## config.mk

```make
export PLATFORM = sky130hd
export DESIGN_NAME = dcache_ctrl
export DESIGN_NICKNAME = d
export VERILOG_FILES = /design/src/rtl/dcache_ctrl.sv
export SDC_FILE = /design/constraint.sdc
export NUM_CORES = 1
export LEC_CHECK = 0
export BUFFER_PORTS_ARGS = -buffer_cell sky130_fd_sc_hd__buf_2
export CAP_MARGIN = 20
export CORE_MARGIN = 2
export CORE_UTILIZATION = 35
export CTS_BUF_LIST = sky130_fd_sc_hd__clkbuf_4
export DETAILED_ROUTE_END_ITERATION = 8
export GPL_ROUTABILITY_DRIVEN = 0
export GPL_TIMING_DRIVEN = 0
export PLACE_DENSITY = 0.88
export SLEW_MARGIN = 20
export SYNTH_ARGS = -nofsm -noshare
export SYNTH_HDL_FRONTEND = slang
export SYNTH_SLANG_ARGS = --single-unit
```

## constraint.sdc

```tcl
create_clock -name clk -period 2.8 [get_ports clk]
set_input_delay 0.42 -clock clk [delete_from_list [all_inputs] [get_ports clk]]
set_output_delay 0.42 -clock clk [all_outputs]
set_load 0.03 [all_outputs]
```

## src/rtl/dcache_ctrl.sv

```systemverilog
// MEM-stage data cache access controller: IDLE/ACCESS/DONE handshake with the data memory.
// Optional ACCESS timeout abort is enabled by defining DCACHE_TIMEOUT_EN.
module dcache_ctrl #(
  parameter int unsigned TIMEOUT_CYCLES = 15
) (
  input  logic        clk,
  input  logic        rst,
  input  logic        mem_v,
  input  logic        mem_dcache_en,
  input  logic        mem_dcache_rw,
  input  logic        mem_data_size,
  input  logic [15:0] mem_address,
  input  logic [15:0] mem_store_data,
  input  logic        dcache_r,
  input  logic [15:0] dcache_rdata,
  output logic        dcache_req,
  output logic        dcache_we,
  output logic [15:0] dcache_addr,
  output logic [15:0] dcache_wdata,
  output logic [1:0]  dcache_wmask,
  output logic        mem_stall,
  output logic [15:0] mem_rdata,
  output logic        mem_unaligned,
  output logic        mem_dcache_err
);

  typedef enum logic [1:0] {IDLE, ACCESS, DONE} state_t;

  state_t     state;
  logic       start;
  logic [7:0] load_byte;

  assign mem_unaligned = mem_v & mem_dcache_en & mem_data_size & mem_address[0];
  assign start         = mem_v & mem_dcache_en & ~mem_unaligned;

  // Gated by rst so a held MEM latch cannot stall the pipe while reset is asserted.
  assign mem_stall = ~rst & (((state == IDLE) & start) | (state == ACCESS));

  assign dcache_we    = dcache_req & mem_dcache_rw;
  assign dcache_addr  = {mem_address[15:1], 1'b0};
  assign dcache_wdata = mem_data_size ? mem_store_data : {2{mem_store_data[7:0]}};
  assign load_byte    = mem_address[0] ? dcache_rdata[15:8] : dcache_rdata[7:0];

  always_comb begin
    dcache_wmask = 2'b00;
    if (dcache_we) begin
      if (mem_data_size) dcache_wmask = 2'b11;
      else               dcache_wmask = mem_address[0] ? 2'b10 : 2'b01;
    end
  end

`ifdef DCACHE_TIMEOUT_EN
  localparam int unsigned CW = $clog2(TIMEOUT_CYCLES + 1);
  logic [CW-1:0] tmo_cnt;
`else
  assign mem_dcache_err = 1'b0;
  // TIMEOUT_CYCLES only matters when the timeout feature is built in.
  if (TIMEOUT_CYCLES == 0) begin : g_no_timeout
  end
`endif

  always_ff @(posedge clk or posedge rst) begin
    if (rst) begin
      state      <= IDLE;
      dcache_req <= 1'b0;
      mem_rdata  <= 16'h0000;
`ifdef DCACHE_TIMEOUT_EN
      mem_dcache_err <= 1'b0;
      tmo_cnt        <= '0;
`endif
    end else begin
`ifdef DCACHE_TIMEOUT_EN
      mem_dcache_err <= 1'b0;
`endif
      case (state)
        IDLE: begin
          if (start) begin
            state      <= ACCESS;
            dcache_req <= 1'b1;
`ifdef DCACHE_TIMEOUT_EN
            tmo_cnt <= '0;
`endif
          end
        end
        ACCESS: begin
          if (dcache_r) begin
            state      <= DONE;
            dcache_req <= 1'b0;
            if (!mem_dcache_rw)
              mem_rdata <= mem_data_size ? dcache_rdata : {{8{load_byte[7]}}, load_byte};
          end
`ifdef DCACHE_TIMEOUT_EN
          else begin
            tmo_cnt <= tmo_cnt + CW'(1);
            if ((tmo_cnt + CW'(1)) == CW'(TIMEOUT_CYCLES)) begin
              state          <= DONE;
              dcache_req     <= 1'b0;
              mem_rdata      <= 16'h0000;
              mem_dcache_err <= 1'b1;
            end
          end
`endif
        end
        DONE:    state <= IDLE;
        default: state <= IDLE;
      endcase
    end
  end

endmodule
```

### Word-level counts from Yosys, hierarchy flattened

Index checks and enable logic that the tools add are counted.
W data, S select, Z words.

| storage, ports and cells | value |
|---|---|
| register bits | 19 |
| latch bits | 0 |
| bits in writable memories | 0 |
| memory bits (read-only) | 0 |
| output and inout port bits | 55 |
| logic and storage cells | 34 |
| memories kept | 0 |

| cells by class | value |
|---|---|
| add/sub/neg operators | 0 |
| multipliers | 0 |
| div/mod/pow operators | 0 |
| $lt $le $gt $ge | 0 |
| equal/unequal tests | 3 |
| shift-type cells | 0 |
| mux-type cells | 12 |
| bitwise logic cells | 11 |
| reduce and logical (&&, ||, !) cells | 5 |

Operators with widths:

| operator | number |
|---|---|
| $mux W16 | 2 |
| $mux W2 | 5 |
| $mux W8 | 1 |
| $and A1 B1 Y1 | 7 |
| $reduce_and A3 Y1 | 2 |
| $ne A2 B2 Y1 const B | 2 |
| $pmux W2 S2 | 1 |
| $not A1 Y1 | 3 |
| $eq A2 B1 Y1 const B | 1 |
| $logic_not A2 Y1 | 1 |
| $mux W1 | 2 |
| $pmux W1 S2 | 1 |
| $reduce_and A2 Y1 | 1 |
| $reduce_bool A2 Y1 | 1 |
| $or A1 B1 Y1 | 1 |

### Depth between registers and ports, before layout

Gate-level depths: netlist of run 1.

| logic depth | value |
|---|---|
| depth after elaboration | 8 |
| gate-level depth with buffers | 5 |

### Worst setup path before layout of run 1

No wires, ideal clock.

| timing | value |
|---|---|
| kind | register -> output |
| start point | register dcache_req |
| end point | output dcache_wmask[1] |
| arrival time | 1.395 ns |
| required time | 2.380 ns |
| path slack | 0.985 ns |
| stages on the path, launching flop included | 3 |
| cells stage by stage | dfrtp_1 and2_1 nor2b_1 |

| on the way | value |
|---|---|
| longest elaborated chain between the ends | 2 |

Ends and longest elaborated chain:

| item | RTL line | source |
|---|---|---|
| start: declaration | 16 | `output logic dcache_req,` |
| start signal: assignment | 65 | `dcache_req <= 1'b0;` |
| start signal: assignment | 79 | `dcache_req <= 1'b1;` |
| start signal: assignment | 88 | `dcache_req <= 1'b0;` |
| $and A1 B1 Y1 | 39 | `assign dcache_we = dcache_req & mem_dcache_rw;` |
| net dcache_we | 17 | `output logic dcache_we,` |
| $mux W2 | 46 | `if (dcache_we) begin` |
| end: declaration | 20 | `output logic [1:0] dcache_wmask,` |

The timed path passes the listed nets, and every way through them passes these cells.

### Worst setup path in the final report of run 1

| timing | value |
|---|---|
| start point | register state[0] |
| end point | output mem_stall |

| on the way | value |
|---|---|
| longest elaborated chain between the ends | 4 |

Ends and longest elaborated chain:

| item | RTL line | source |
|---|---|---|
| start: declaration | 29 | `state_t state;` |
| start signal: assignment | 64 | `state <= IDLE;` |
| start signal: assignment | 78 | `state <= ACCESS;` |
| start signal: assignment | 87 | `state <= DONE;` |
| $logic_not A2 Y1 | 37 | `assign mem_stall = ~rst & (((state == IDLE) & start) \| (state == ACCESS));` |
| $and A1 B1 Y1 | 37 |  |
| $or A1 B1 Y1 * | 37 |  |
| $and A1 B1 Y1 * | 37 |  |
| end: declaration | 21 | `output logic mem_stall,` |

Every way passes the cells marked *; elsewhere a longest branch is shown, timed or not.

==> results_dict.tcl, run 1 <==
set metrics [dict create \
    outcome "complete, no violations" \
    reg2regPathDepth 5 \
    yosys.area_share.simple_pct 14.3 \
    p_comb_share_pct 52.9 \
    n_fill_cell 338 \
    drt_iter0_drc 43 \
    stdcell_area_um2 1740 \
    coreArea_um2 3310 \
    routed_wl_um 2960 \
    hold_path.class "input pin to async pin" \
    p_per_area_nw_per_um2 691 \
    cts_resized 0 \
    cts_buffers 3 \
    overflow 0 \
    clock.fmax_mhz 501 \
    drcViolationCount 0 \
    antenna_cells 0 \
    p_switching_uw 554 \
    final_hold_viol_count 0 \
    cts_buffer_depth 2 \
    avgViaCountPerCell 4.24 \
    seqPwrFrac_pct 35.1 \
    synth_mux_area_share_pct 15.9 \
    initial_core_util_pct 36.1 \
    die_h_um 62.4 \
    fin_cells 271 \
    fin_crit_sh_pct 71.3 \
    grt_setup_unrepaired "false" \
    syn_inst 129 \
    drtPass1Iterations 4 \
    drive_gt1_share_pct 61.3 \
    cts_hold_buf 0 \
    grt_first_pass_wirelength_um 4850 \
    wl_per_cell_um 10.9 \
    ir_drop_uv 299 \
    netlist-cell-type-count 23 \
    root_buffer "clkbuf_4" \
    hpwl_um 2490 \
    swShare_pct 46.0 \
    fin_skew_ps 3.58 \
    die_w_um 62.4 \
    rows 21 \
    vias 1150 \
    relSlewSlack_pct 53.1 \
    die-area_um2 3900 \
    p_leak_nw 0.989 \
    start_kind "flip-flop" \
    regArea_um2 475 \
    fin_crit_ps 2000 \
    required_ps 2380 \
    slew_viol_final 0 \
    grt.total_usage_pct 15.1 \
    p_clk_share_pct 11.9 \
    placed_area_um2 1710 \
    intPower_uw 650 \
    cts_tree "built" \
    cp-end-kind "output pin" \
    synthAdderAreaFrac_pct 0 \
    hold_ws_ps 246 \
    grt_pass1_vias 1129 \
    grt_max_degree 20 \
    maxCapViolations 0 \
    antenna_found_initial 0 \
    htree_levels 1 \
    dp_cells 267 \
    portBuffers 91 \
    ff2ff_setup_slack_ps 1520 \
    cts_sinks 19 \
    io_pins 110 \
    cts.reportedPaths.clkPinSlew_ps 100 \
    synth_top_family_by_area "buffers and inverters" \
    worstPathMaxFanout 3 \
    crit_arrival_ps 1580 \
    regToRegStartpoint "state[1]" \
    seq_area_frac_synth_pct 39.8 \
    synthXorXnorAreaFrac_pct 0 \
    worst_slack_ps 803 \
    nets 281 \
    yosysWarnings 0 \
    synth_compound_area_share_pct 9.01 \
    fin_tns_setup_ps 0 \
    crit_type "flip-flop to output pin" \
    syn-cell-area_um2 1190 \
    setup_viol 0 \
    ys_ff_latch 19 \
    dp_slack_ps 950 \
    tightest_slew_ps 703 \
    clk_latency_ps 290 \
    post_synth.cell_area_avg_um2 9.26 \
    ant_nets 0 \
    rr_endpoint "mem_rdata[13]" \
    multi_input_comb_area_um2 477 \
    cts_setup_buffers 0 \
    area_growth_pct 45.8 \
]
==> worst max-delay path, stage by stage (launching register included) <==
cell and delay [ps]:
dfrtp_1 400, or4b_4 550, a21oi_2 140, buf_2 200
==> per-stage QoR <==
stage	utilization, %	total power, mW
2_1_floorplan	-	0.877
4_1_cts	52.6	1.22
3_3_place_gp	51.7	1.06
5_1_grt	52.6	1.29
6_report	52.6	1.20
3_5_place_dp	51.7	1.07
==> synthesized netlist by cell type (all sizes together) <==
master	n	share of area, %
mux2	8	7.5
or4b	1	1.2
nor2	19	6.0
conb	1	0.31
and4bb	1	1.0
nor2b	1	0.52
mux2i	10	8.4
nand2	9	3.0
buf	32	19
a21oi	10	4.5
a31oi	7	3.7
and2	2	1.0
clkbuf	1	0.31
nand2b	2	1.0
o21ai	2	0.84
or2	1	0.52
inv	3	0.94
dfrtp	19	40
==> area by class of cell <==
type,count,area share (%)
Sequential cell,19,27.3
Buffer,33,13.5
Inverter,3,0.647
Tap cell,46,3.30
Timing Repair Buffer,91,26.1
Clock buffer,4,1.72
Multi-Input combinational cell,75,27.4
==> cell usage in the layout (no fill, tap or decap), types with 2 or more instances in the layout <==
cell type,n
and2_1,2
mux2i_1,10
nand2b_1,2
buf_4,26
clkbuf_4,4
nand2_1,8
a31oi_1,7
mux2_2,8
nor2_1,19
inv_1,3
buf_2,96
dfrtp_1,19
conb_1,2
a21oi_1,9
==> kinds of logic (layout without fill, tap and decap cells) <==
| logic type | count (synthesis) | in the layout |
|---|---|---|
| AO/OA/AOI/OAI | 19 | 19 |
| buffers and inverters | 36 | 131 |
| flip-flops | 19 | 19 |
| multiplexers | 18 | 18 |
| other | 1 | 2 |
| AND/OR/NAND/NOR | 36 | 36 |
==> registers in the layout (all words and copies together) (netlist names) <==
signal	cells
state	2
mem_rdata	16
dcache_req	1
==> power groups by stage <==
stage	Sequential [mW]	Combinational, mW	Clock, mW
after floorplan	0.630	0.247	0
final	0.423	0.637	0.144
after CTS	0.424	0.644	0.151
after global placement	0.427	0.635	0
after detailed placement	0.429	0.644	0
after global routing	0.439	0.687	0.160
==> per-layer routing <==
metal,up-vias,routed length (µm),global-route usage (%)
met3,2,144,1.26
met2,44,1530,27.0
li1,591,-,-
met1,513,1260,19.4
met4,0,25,4.17
met5,-,0,0
==> how the worst max path moves through the flow <==
| stage | from | endpoint | slack (ps) | cells past startpoint |
|---|---|---|---|---|
| 4_1_cts | state[0] | mem_stall | 780 | 3 |
| 3_5_place_dp | mem_address[0] | mem_stall | 950 | 5 |
| 5_1_grt | state[0] | mem_stall | 740 | 3 |
| 2_1_floorplan | dcache_req | dcache_wmask[1] | 990 | 2 |
| 6_report | state[0] | mem_stall | 800 | 3 |
| 3_3_place_gp | mem_address[0] | mem_stall | 960 | 5 |
(Power assumes the default switching activity.)
==> run 2: changes to the inputs <==
Settings changed: ABC_AREA from default to 1, PLACE_DENSITY 0.88 to 0.86.
Clock period 2.8 ns to 2 ns, I/O delays scaled along.
==> run 2 against run 1 <==
Sequential share of layout area decreased by 1.2 points; die area increased by 6.0%; via count grew 29%; final cell count increased by 23%; area after synthesis is 6.4% higher; first-iteration DRC count rose to 2.7 times the previous value; sequential cell count did not move; worst setup slack lost 400 ps; worst hold slack lost 150 ps; design area increased by 4.5%; combinational power rose by 31%; global-route usage rose by 3.5 points; highest routed layer unchanged.
==> results_dict.tcl, run 2 <==
set metrics [dict create \
    antenna_found_initial 0 \
    regArea_um2 475 \
    seq_area_frac_synth_pct 37.4 \
    wl_per_cell_um 10.8 \
    synth_common_cells "nand2_1, buf_4, dfrtp_1, nand3_1, inv_1" \
    die-area_um2 4130 \
    outcome "complete, no violations" \
    n_fill_cell 352 \
    slew_viol_final 0 \
    ys_top_cells_by_area "dfrtp_1, nand2_1, buf_4" \
    cts_resized 0 \
    netlist-cell-type-count 16 \
    cts_setup_buffers 0 \
    top_register "mem_rdata" \
    cp-end-kind "output pin" \
    ys_ff_latch 19 \
    grt.total_usage_pct 18.6 \
    grt_pass1_vias 1438 \
    crit_arrival_ps 1300 \
    syn_inst 189 \
    area_growth_pct 43.2 \
    syn-cell-area_um2 1270 \
    top_regs "mem_rdata: 16 flops, state: 2 flops, dcache_req: 1 flops" \
    die_w_um 64.3 \
    htree_levels 1 \
    cts_tree "built" \
    relSlewSlack_pct 52.2 \
    grt_max_degree 20 \
    cp-startpoint "state[0]" \
    drive_gt1_share_pct 46.2 \
    fin_skew_ps 9.05 \
    start_kind "flip-flop" \
    synth_top_area_cell "dfrtp_1" \
    final_common_cell "nand2_1" \
    tightest_slew_ps 717 \
    fin_crit_sh_pct 79.9 \
    synth.most_common_cell "nand2_1" \
    nets 342 \
    largest_reg_flops 16 \
    rows 21 \
    drtPass1Iterations 5 \
    cts.reportedPaths.clkPinSlew_ps 110 \
    routed_wl_um 3590 \
    io_pins 110 \
    synth_edf_count 0 \
    cts_buffer_depth 2 \
    root_buffer "clkbuf_4" \
    ys_async_sr_fraction_pct 100 \
    required_ps 1700 \
    portBuffers 92 \
    p_per_area_nw_per_um2 881 \
    ff2ff_setup_slack_ps 750 \
    synth_ff_type "dfrtp_1" \
    cp-endpoint "mem_stall" \
    multi_input_comb_area_um2 547 \
    fin_crit_ps 1600 \
    fin_tns_setup_ps 0 \
    vias 1479 \
    grt_first_pass_wirelength_um 6060 \
    clk_latency_ps 310 \
    worstPathMaxFanout 3 \
    hpwl_um 2910 \
    crit_type "flip-flop to output pin" \
    final_hold_viol_count 0 \
    initial_core_util_pct 37.2 \
    coreArea_um2 3420 \
    p_leak_nw 1.19 \
    layout_common_cells "nand2_1, buf_2, buf_4" \
    cts_hold_buf 0 \
    ant_nets 0 \
    regToRegStartpoint "state[1]" \
    yosysTopAreaCellShare_pct 37.4 \
    ir_drop_uv 284 \
    die_h_um 64.3 \
    cts_buffers 3 \
    reg2regPathDepth 6 \
    drt_iter0_drc 118 \
    yosysWarnings 0 \
    hold_path.class "input pin to async pin" \
    setup_viol 0 \
    overflow 0 \
    hold_ws_ps 96.6 \
    post_synth.cell_area_avg_um2 6.73 \
    avgViaCountPerCell 4.45 \
    antenna_cells 0 \
    clock.fmax_mhz 626 \
    maxCapViolations 0 \
    grt_setup_unrepaired "false" \
    cts_sinks 19 \
    drcViolationCount 0 \
    rr_endpoint "mem_rdata[2]" \
]
## run 2: changes by cell type after synthesis, sizes merged, moves of 2 or more
cell,change
and2,-2
mux2,-8
mux2i,-10
nand2b,-2
inv,+5
a31oi,-7
a21oi,-9
nor2,-12
buf,-3
nand3,+9
nand2,+102
## run 2: cell families after synthesis
| kind of cell | share of synthesized area (%) |
|---|---|
| AND/OR/NAND/NOR | 40.8 |
| buffers and inverters | 19.9 |
| flip-flops | 37.4 |
| AO/OA/AOI/OAI | 1.57 |
| other | 0.295 |
## run 2: routing by layer
| metal | wire length, µm | share of wire [%] | up-vias | global-route usage (%) |
|---|---|---|---|---|
| met5 | 0 | 0 | - | 0 |
| li1 | - | - | 738 | - |
| met1 | 1360 | 38 | 648 | 20.9 |
| met2 | 1780 | 50 | 86 | 33.1 |
| met3 | 356 | 9.9 | 7 | 4.58 |
| met4 | 82 | 2.3 | 0 | 7.98 |
## run 2: cell type report
cell class	count	share of cell area, %
clock inverters	1	0.275
well taps	46	3.16
inverters	8	1.65
flip-flops and latches	19	26.1
plain buffers	29	12.2
clock buffers	3	1.24
multi-input cells	134	30.0
repair buffers	92	25.3
## run 2: critical path, stage by stage, from the launching register on
cell and delay, ps:
dfrtp_1 420, nor2_1 120, nand3_1 120, a21oi_1 130, buf_2 210
## run 2: worst min-delay path by stage
stage,from,endpoint,slack (ps),cells after the start
global placement,mem_rdata[1],mem_rdata[1],460,2
detailed placement,rst,dcache_req,460,2
CTS,rst,dcache_req,130,2
finish,rst,dcache_req,100,2
global route,rst,dcache_req,160,2
floorplan,rst,dcache_req,250,1
## run 2: where the power goes
| group | switching [mW] | total (mW) | internal, mW |
|---|---|---|---|
| logic | 0.576 | 0.835 | 0.259 |
| clock network | 0.124 | 0.199 | 0.0747 |
| registers | 0.0626 | 0.570 | 0.508 |
| total | 0.763 | 1.60 | 0.842 |
## run 2: per-stage QoR
step / util (%) / cells / power [mW] / instance area [µm²] / setup WS (ps)
after floorplan: - / 190 / 1.16 / 1270 / 616
after global placement: 52.5 / 328 / 1.40 / 1790 / 566
after detailed placement: 52.5 / 328 / 1.42 / 1790 / 576
after CTS: 53.3 / 332 / 1.62 / 1820 / 404
after global routing: 53.3 / 332 / 1.71 / 1820 / 272
final: 53.3 / 332 / 1.60 / 1820 / 403
